--- src/rtl/pc_seq_pkg.sv ---
// Shared types and constants for the program-counter sequencer.
package pc_seq_pkg;

    // Sequencer life cycle: waiting for launch, fetching, stopped.
    typedef enum logic [1:0] {
        IDLE = 2'd0,
        RUN  = 2'd1,
        DONE = 2'd2
    } pc_state_t;

    localparam int PC_W = 12;

    // Entry addresses selected by prog_sel on launch.
    localparam logic [PC_W-1:0] PROG0_START = 12'h000;
    localparam logic [PC_W-1:0] PROG1_START = 12'h100;
    localparam logic [PC_W-1:0] PROG2_START = 12'h200;
    localparam logic [PC_W-1:0] PROG3_START = 12'h000;

    // Map a program select code to its entry address.
    function automatic logic [PC_W-1:0] entry_addr(input logic [1:0] sel);
        case (sel)
            2'd1:    return PROG1_START;
            2'd2:    return PROG2_START;
            2'd3:    return PROG3_START;
            default: return PROG0_START;
        endcase
    endfunction

endpackage

--- src/rtl/sat_counter.sv ---
// Up-counter with synchronous clear, count enable and saturation at all-ones.
module sat_counter #(
    parameter int WIDTH = 16
) (
    input  logic             clk,
    input  logic             rst,
    input  logic             clr,
    input  logic             en,
    output logic [WIDTH-1:0] count
);

    logic [WIDTH-1:0] count_reg;
    logic             at_max;

    assign at_max = &count_reg;
    assign count  = count_reg;

    // Clear wins over enable; once all-ones the counter sticks there.
    always_ff @(posedge clk or posedge rst) begin
        if (rst) begin
            count_reg <= '0;
        end else if (clr) begin
            count_reg <= '0;
        end else if (en && !at_max) begin
            count_reg <= count_reg + WIDTH'(1);
        end
    end

endmodule

--- src/rtl/pc_sequencer.sv ---
// Program counter owner: launches at an entry address, advances by one or by
// a signed branch offset each cycle, stops on halt or watchdog expiry.
module pc_sequencer
    import pc_seq_pkg::*;
#(
    parameter int               D          = 12,
    parameter int               CNT_W      = 16,
    parameter logic [CNT_W-1:0] MAX_CYCLES = 16'hFFF0
) (
    input  logic             clk,
    input  logic             reset,
    input  logic             start,
    input  logic [1:0]       prog_sel,
    input  logic             branch_en,
    input  logic             branch_taken,
    input  logic [D-1:0]     offset,
    input  logic             halt,
    output logic [D-1:0]     prog_ctr,
    output logic             running,
    output logic             done,
    output logic             timeout,
    output logic [CNT_W-1:0] instr_count
);

    pc_state_t        state_reg;
    pc_state_t        state_next;
    logic [D-1:0]     pc_reg;
    logic [D-1:0]     pc_next;
    logic             timeout_reg;
    logic             timeout_next;

    logic             cnt_clr;
    logic             cnt_en;
    logic             wd_clr;
    logic             wd_en;
    logic [CNT_W-1:0] wd_count;
    logic             wd_fire;

    // Watchdog expires on the edge where it has already seen MAX_CYCLES-1 RUN cycles.
    assign wd_fire = (wd_count == (MAX_CYCLES - CNT_W'(1)));

    // Retired-instruction counter: every RUN cycle retires one instruction,
    // including the halting one and the one cut off by the watchdog.
    sat_counter #(
        .WIDTH (CNT_W)
    ) u_instr_cnt (
        .clk   (clk),
        .rst   (reset),
        .clr   (cnt_clr),
        .en    (cnt_en),
        .count (instr_count)
    );

    // Watchdog: counts RUN cycles since the last launch.
    sat_counter #(
        .WIDTH (CNT_W)
    ) u_watchdog (
        .clk   (clk),
        .rst   (reset),
        .clr   (wd_clr),
        .en    (wd_en),
        .count (wd_count)
    );

    // State, PC and timeout flag registers.
    always_ff @(posedge clk or posedge reset) begin
        if (reset) begin
            state_reg   <= IDLE;
            pc_reg      <= '0;
            timeout_reg <= 1'b0;
        end else begin
            state_reg   <= state_next;
            pc_reg      <= pc_next;
            timeout_reg <= timeout_next;
        end
    end

    // Next-state, next-PC and counter controls; halt outranks the watchdog,
    // which outranks branching.
    always_comb begin
        state_next   = state_reg;
        pc_next      = pc_reg;
        timeout_next = timeout_reg;
        cnt_clr      = 1'b0;
        cnt_en       = 1'b0;
        wd_clr       = 1'b0;
        wd_en        = 1'b0;

        case (state_reg)
            IDLE, DONE: begin
                if (start) begin
                    state_next   = RUN;
                    pc_next      = D'(entry_addr(prog_sel));
                    timeout_next = 1'b0;
                    cnt_clr      = 1'b1;
                    wd_clr       = 1'b1;
                end
            end

            RUN: begin
                cnt_en = 1'b1;
                wd_en  = 1'b1;
                if (halt) begin
                    state_next = DONE;
                end else if (wd_fire) begin
                    state_next   = DONE;
                    timeout_next = 1'b1;
                end else if (branch_en && branch_taken) begin
                    // Offset is already sign-extended; wrap modulo 2^D.
                    pc_next = pc_reg + offset;
                end else begin
                    pc_next = pc_reg + D'(1);
                end
            end

            default: begin
                state_next = IDLE;
            end
        endcase
    end

    assign prog_ctr = pc_reg;
    assign running  = (state_reg == RUN);
    assign done     = (state_reg == DONE);
    assign timeout  = timeout_reg;

endmodule

--- config.mk ---
export PLATFORM = sky130hd
export DESIGN_NAME = pc_sequencer
export DESIGN_NICKNAME = d
export VERILOG_FILES = /design/src/rtl/pc_seq_pkg.sv /design/src/rtl/sat_counter.sv /design/src/rtl/pc_sequencer.sv
export SDC_FILE = /design/constraint.sdc
export NUM_CORES = 1
export LEC_CHECK = 0
export CAP_MARGIN = 5
export CORE_MARGIN = 8
export CORE_UTILIZATION = 55
export DETAILED_ROUTE_END_ITERATION = 10
export GPL_TIMING_DRIVEN = 0
export PLACE_DENSITY = 0.83
export SLEW_MARGIN = 20
export SYNTH_ARGS = -nofsm -noshare
export SYNTH_HDL_FRONTEND = slang
export SYNTH_SLANG_ARGS = --single-unit
--- constraint.sdc ---
create_clock -name clk -period 3.6 [get_ports clk]
set_input_delay 0.72 -clock clk [delete_from_list [all_inputs] [get_ports clk]]
set_output_delay 0.72 -clock clk [all_outputs]
set_load 0.01 [all_outputs]
==> results of run 1 <==
-- power by group through the flow --
stage	sequential (mW)	combinational, mW	clock (mW)
floorplan	0.688	0.340	0
global placement	0.670	0.587	0
detailed placement	0.676	0.605	0
CTS	0.666	0.610	0.379
global route	0.678	0.669	0.404
finish	0.666	0.604	0.372
-- final cells by class --
| type | instances | area [um2] | area share [%] |
|---|---|---|---|
| Buffer | 12 | 58.8 | 1.65 |
| Timing Repair Buffer | 51 | 520 | 14.6 |
| Clock buffer | 6 | 72.6 | 2.04 |
| Tap cell | 70 | 87.6 | 2.46 |
| Multi-Input combinational cell | 239 | 1600 | 44.9 |
| Clock inverter | 1 | 30.0 | 0.843 |
| Sequential cell | 47 | 1180 | 33.0 |
| Inverter | 5 | 18.8 | 0.527 |
-- cells in the mapped netlist (2+ instances only) --
master     number  share of area, %
o2111ai_1       4               1.2
xor2_1         27               8.3
o211ai_1        7               1.8
ha_1           13               5.7
a31o_2          2              0.61
buf_2           2              0.35
a221oi_1        4               1.2
a21o_1          3              0.79
o21ai_0        12               2.1
and4b_1         2              0.70
mux2i_1         4               1.4
nand2_1        11               1.4
nand2b_1        4              0.88
nor4b_1         2              0.61
nor3_1          3              0.53
nor2_1         38               5.0
or4_1           2              0.53
a31oi_1         2              0.44
or2_2           2              0.44
xnor2_1         9               2.8
dfrtp_1        47                41
clkbuf_1        8               1.1
inv_1           5              0.66
nor2b_1         3              0.66
a21oi_1        12               2.1
or3_1           2              0.44
and2_1          2              0.44
nand4_1        13               2.9
and3_1         19               4.2
and4_1          5               1.5
nand3_1        18               3.2
nor4_1          4              0.88
-- final timing paths --
path	depth (start not counted)	slack (ns)	start	endpoint
setup / recovery	9	0.39	branch_en	prog_ctr[11]
hold / removal	2	0.53	timeout	timeout
setup reg to reg	6	1.35	prog_ctr[1]	prog_ctr[11]
hold reg to reg	2	0.53	timeout	timeout
max in group asynchronous	3	2.43	reset	u_watchdog.count[3]
min in group asynchronous	2	0.69	reset	prog_ctr[6]
-- metal layers --
metal	track usage (%)	vias up	part of all wire, %
met1	24.3	1187	45
met2	31.4	88	48
met4	5.68	0	1.2
li1	-	1227	-
met5	0	-	0
met3	4.50	8	6.3
-- cells by family after synthesis --
kind of cell | count (synthesis)
AO/OA/AOI/OAI | 51
XOR/XNOR | 36
adder cells (fa/ha/maj) | 14
buffers and inverters | 17
flip-flops | 47
multiplexers | 5
AND/OR/NAND/NOR | 133
-- worst min-delay path: stages (launching register included) --
cell	delay (ns)
dfrtp_1	0.37
a21oi_1	0.05
nor2_1	0.08
==> out/qor.yml, run 1 <==
swShare_pct: 33.8
cts_max_level: 2
drtIter0Drc: 170
clockRootBuffer: "clkbuf_8"
synthMuxAreaShare_pct: 1.80
vias: 2510
post-place-ws_ns: 0.0631
die_h_um: 88.0
yosys.area_share.simple_pct: 25.0
tritoncts: "built"
syn_nets: 337
layout_setup_ws_ns: 0.386
drt-total-wl_mm: 6.96
fin_hold_ws_ns: 0.529
clock-sinks: 47
cap_violations: 0
post_drt_wl_per_cell_um: 16.2
design_area_um2: 3560
crit_path_start_kind: "input pin"
final_cells: 431
cts_resized: 0
path_buf_inv: 2
p_int_mw: 1.09
fin_util_pct: 70.7
antenna_found_initial: 0
synth_top_family_by_area: "simple AND/OR/NAND/NOR gates"
p_per_area_nw_per_um2: 461
setup_viol_count_final: 0
dp_hpwl_mm: 5.10
dp_cells: 424
critical_path.max_stage_delay_ns: 0.55
postCtsHoldBufs: 0
yosysWarnings: 0
fp.dieW_um: 88.0
cp.arrival_ns: 3.39
switchingPower_uw: 555
critPathKind: "input pin to flip-flop"
hp-class: "flip-flop to flip-flop"
skew_ns: 0.00561
cp-end-kind: "flip-flop"
start_util_pct: 56.6
synth-seq-cells: 47
fillers: 396
syn_area_per_cell_um2: 9.41
syn_area_um2: 2850
ios: 51
seqPwrFrac_pct: 40.5
crit_top_cell: "o211ai_1"
dieArea_um2: 7750
synth_compound_area_share_pct: 11.8
power.share.clock_pct: 22.7
grt_usage_pct: 19.1
layout.nets: 395
drt-pass1-iter-count: 4
io_buffers: 50
synth_cell_types: 44
slew_violations: 0
grt_start_max_net_pins: 35
synth_xor_area_share_pct: 11.1
final_hold_viol_count: 0
ant_nets: 0
irDropWorstVdd_v: 0.000251
worstPathRequired_ns: 3.78
mostFrequentLayoutCells: "clkdlybuf4s50_1 (50), dfrtp_1 (47), nor2_1 (38)"
status: "finished clean"
cts_made_buffers: 5
rows: 26
finalWeightedCongestion: 0.887
post_cts_buffers: 0
synthArstFlopShare_pct: 100
clk_latency_ns: 0.30
fin_crit_sh_pct: 89.3
totalNegativeSetupSlack_ns: 0
post_dp_cell_area_um2: 3460
path_cells: "clkdlybuf4s50_1 -> clkbuf_1 -> and3_1 -> ha_1 -> o211ai_1 -> o211ai_1 -> a221oi_1 -> mux2i_1 -> o211ai_1"
worstMarginPinSlew_ns: 0.743
synth_edf_count: 0
crit_fanout: 10
clk_pin_slew_ns: 0.08
cts_buffer_depth: 2
pwr-share-comb_pct: 36.8
syn_inst: 303
cp_slowest_cell: "a221oi_1"
synthFlopType: "dfrtp_1"
drive_above_1_share_pct: 4.99
diodes: 0
core_area_um2: 5040
yosysSeqAreaShare_pct: 41.2
grt_overflow_total: 0
grt_pass1_wl_mm: 11.9
fmax_ghz: 0.311
period_needed_ns: 3.21
final_common_cell: "clkdlybuf4s50_1"
leakage_nw: 1.60
grt_pass1_vias: 2510
drc: 0
rsz0062_at_grt: "no"
area_growth_pct: 24.9
path_delay_family: "compound AO/OA/AOI/OAI gates"
total_power_mw: 1.64
relSlewSlack_pct: 50.0
avgViaCountPerCell: 5.82
synth_adder_area_share_pct: 6.40
(Power assumes the default switching activity.)
==> run 2, diff against run 1 <==
--- a/config.mk
+++ b/config.mk
@@ -10,6 +10,7 @@
 export CORE_UTILIZATION = 55
 export DETAILED_ROUTE_END_ITERATION = 10
 export GPL_TIMING_DRIVEN = 0
+export HOLD_SLACK_MARGIN = 0.02
 export PLACE_DENSITY = 0.83
 export SLEW_MARGIN = 20
 export SYNTH_ARGS = -nofsm -noshare
==> results of run 2 <==
Final layout, timing and power as in run 1 (identical DEF).
==> run 3, diff against run 2 <==
--- a/config.mk
+++ b/config.mk
@@ -5,13 +5,15 @@
 export SDC_FILE = /design/constraint.sdc
 export NUM_CORES = 1
 export LEC_CHECK = 0
+export ABC_AREA = 1
 export CAP_MARGIN = 5
 export CORE_MARGIN = 8
 export CORE_UTILIZATION = 55
 export DETAILED_ROUTE_END_ITERATION = 10
 export GPL_TIMING_DRIVEN = 0
 export HOLD_SLACK_MARGIN = 0.02
-export PLACE_DENSITY = 0.83
+export PLACE_DENSITY = 0.81
+export SKIP_LAST_GASP = 1
 export SLEW_MARGIN = 20
 export SYNTH_ARGS = -nofsm -noshare
 export SYNTH_HDL_FRONTEND = slang
==> run 3 against run 2 <==
  * Clock skew rose by 0.0034 ns
  * First-iteration DRC count fell by 12%
  * Synthesized cell count rose by 58%
  * Largest cell class unchanged
  * Largest power group is now combinational logic
==> out/qor.yml, run 3 <==
clk_pin_slew_ns: 0.10
irDropWorstVdd_v: 0.000362
layout.nets: 571
crit_fanout: 10
fin_crit_sh_pct: 76.4
worstPathRequired_ns: 3.80
slew_violations: 0
io_buffers: 50
syn_area_um2: 3350
die_h_um: 94.0
post-place-ws_ns: 0.556
core_area_um2: 5920
drc: 0
cts_resized: 0
critPathKind: "input pin to flip-flop"
ff2ff_setup_slack_ns: 1.64
post_cts_buffers: 0
grt_start_max_net_pins: 32
cts_max_level: 2
antenna_found_initial: 0
syn_nets: 513
period_needed_ns: 2.75
final_common_cell: "nand2_1"
syn_area_per_cell_um2: 6.99
mostFrequentLayoutCells: "nand2_1 (116), inv_1 (72), clkdlybuf4s50_1 (50)"
crit_path_start_kind: "input pin"
skew_ns: 0.00897
startpoint: "branch_en"
post_drt_wl_per_cell_um: 14.1
yosysWarnings: 0
synth-seq-cells: 47
drt-pass1-iter-count: 5
area_growth_pct: 21.5
cp.arrival_ns: 2.95
drive_above_1_share_pct: 7.26
totalNegativeSetupSlack_ns: 0
grt_pass1_wl_mm: 14.4
r2r_cells: 9
clk_latency_ns: 0.31
yosysSeqAreaShare_pct: 35.1
synthFlopType: "dfrtp_1"
cp_slowest_cell: "fa_1"
yosysMostFrequentCell: "nand2_1"
fmax_ghz: 0.363
synthTopCellsByArea: "dfrtp_1 (35%), nand2_1 (13%), inv_1 (8.2%), nand3_1 (6.4%), nand4_1 (6.2%)"
cts_buffer_depth: 2
final_cells: 612
cts_made_buffers: 5
drt-total-wl_mm: 8.64
diodes: 0
critical_path.max_stage_delay_ns: 0.51
fillers: 513
ios: 51
leakage_nw: 1.99
fp.dieW_um: 94.0
cp-end-kind: "flip-flop"
hp-class: "flip-flop to flip-flop"
avgViaCountPerCell: 5.48
rows: 28
dp_cells: 605
clockRootBuffer: "clkbuf_8"
postCtsHoldBufs: 0
worstMarginPinSlew_ns: 0.578
syn_inst: 479
endpoint: "prog_ctr[6]"
grt_pass1_vias: 3262
grt_usage_pct: 19.9
synth_cell_types: 38
r2r-end: "u_instr_cnt.count[8]"
path_cells: "clkdlybuf4s50_1 -> nand2_1 -> clkbuf_1 -> nor2_1 -> fa_1 -> nand3_1 -> nand2_1 -> a21oi_1 -> xor2_1 -> o21ai_1"
finalWeightedCongestion: 0.921
layout_setup_ws_ns: 0.849
relSlewSlack_pct: 61.4
p_per_area_nw_per_um2: 461
status: "finished clean"
crit_top_cell: "nand2_1"
synth_edf_count: 0
ant_nets: 0
grt_overflow_total: 0
synth_top_area_share_pct: 35.1
rsz0062_at_grt: "no"
cap_violations: 0
synth_largest_area_cell: "dfrtp_1"
tritoncts: "built"
vias: 3353
crit-reg2reg-launch: "u_instr_cnt.count[0]"
fin_hold_ws_ns: 0.519
start_util_pct: 56.6
dp_hpwl_mm: 6.66
synthTopCellsByCount: "nand2_1 (116), inv_1 (73), dfrtp_1 (47)"
setup_viol_count_final: 0
min_from: "u_watchdog.count[1]"
synthArstFlopShare_pct: 100
final_hold_viol_count: 0
clock-sinks: 47
dieArea_um2: 8840
drtIter0Drc: 150
## run 3: final cells by class
type                            count  area (um2)  share of cell area [%]
Inverter                           77         289                    7.10
Timing Repair Buffer               51         520                    12.8
Clock inverter                      2        37.5                   0.923
Multi-Input combinational cell    344        1800                    44.2
Tap cell                           75        93.8                    2.31
Sequential cell                    47        1180                    28.9
Buffer                             11        85.1                    2.09
Clock buffer                        5        68.8                    1.69
## run 3: worst min path at each step
| stage | end | cells after the start | slack [ns] |
|---|---|---|---|
| 6_report | u_watchdog.count[1] | 2 | 0.52 |
| 3_3_place_gp | u_watchdog.count[1] | 2 | 0.49 |
| 2_1_floorplan | u_watchdog.count[1] | 2 | 0.47 |
| 3_5_place_dp | timeout | 2 | 0.50 |
| 5_1_grt | u_watchdog.count[1] | 2 | 0.55 |
| 4_1_cts | u_watchdog.count[1] | 2 | 0.52 |
## run 3: stage by stage
stage	area [um2]	total power [mW]	util [%]
after floorplan	3350	1.18	-
after global placement	3940	1.47	66.6
after detailed placement	3960	1.49	66.9
after CTS	4070	1.88	68.7
after global routing	4070	2.00	68.7
final	4070	1.87	68.7
## run 3: routing by layer
metal  part of all wire, %  track usage [%]  up-vias
li1                      -                -     1692
met1                    47             26.0     1544
met2                    46             32.5      107
met3                   6.1             4.16       10
met4                  0.75             5.42        0
met5                     0                0        -
## run 3: logic make-up after synthesis
kind of cell | synth area share (%)
AND/OR/NAND/NOR | 36.6
AO/OA/AOI/OAI | 9.53
XOR/XNOR | 2.09
flip-flops | 35.1
adder cells (fa/ha/maj) | 5.46
buffers and inverters | 11.2
## run 3: power by group
group	switching (mW)	total, mW	internal [mW]
clock	0.192	0.395	0.203
combinational	0.454	0.788	0.334
sequential	0.0851	0.692	0.607
total	0.731	1.87	1.14
## run 3: critical path: cells and delay by family
kind            cells  cell delay, ns
compound gates      2            0.28
xor+xnor            1            0.18
fa+ha+maj           1            0.51
buf+inv             2            0.80
simple gates        4            0.46
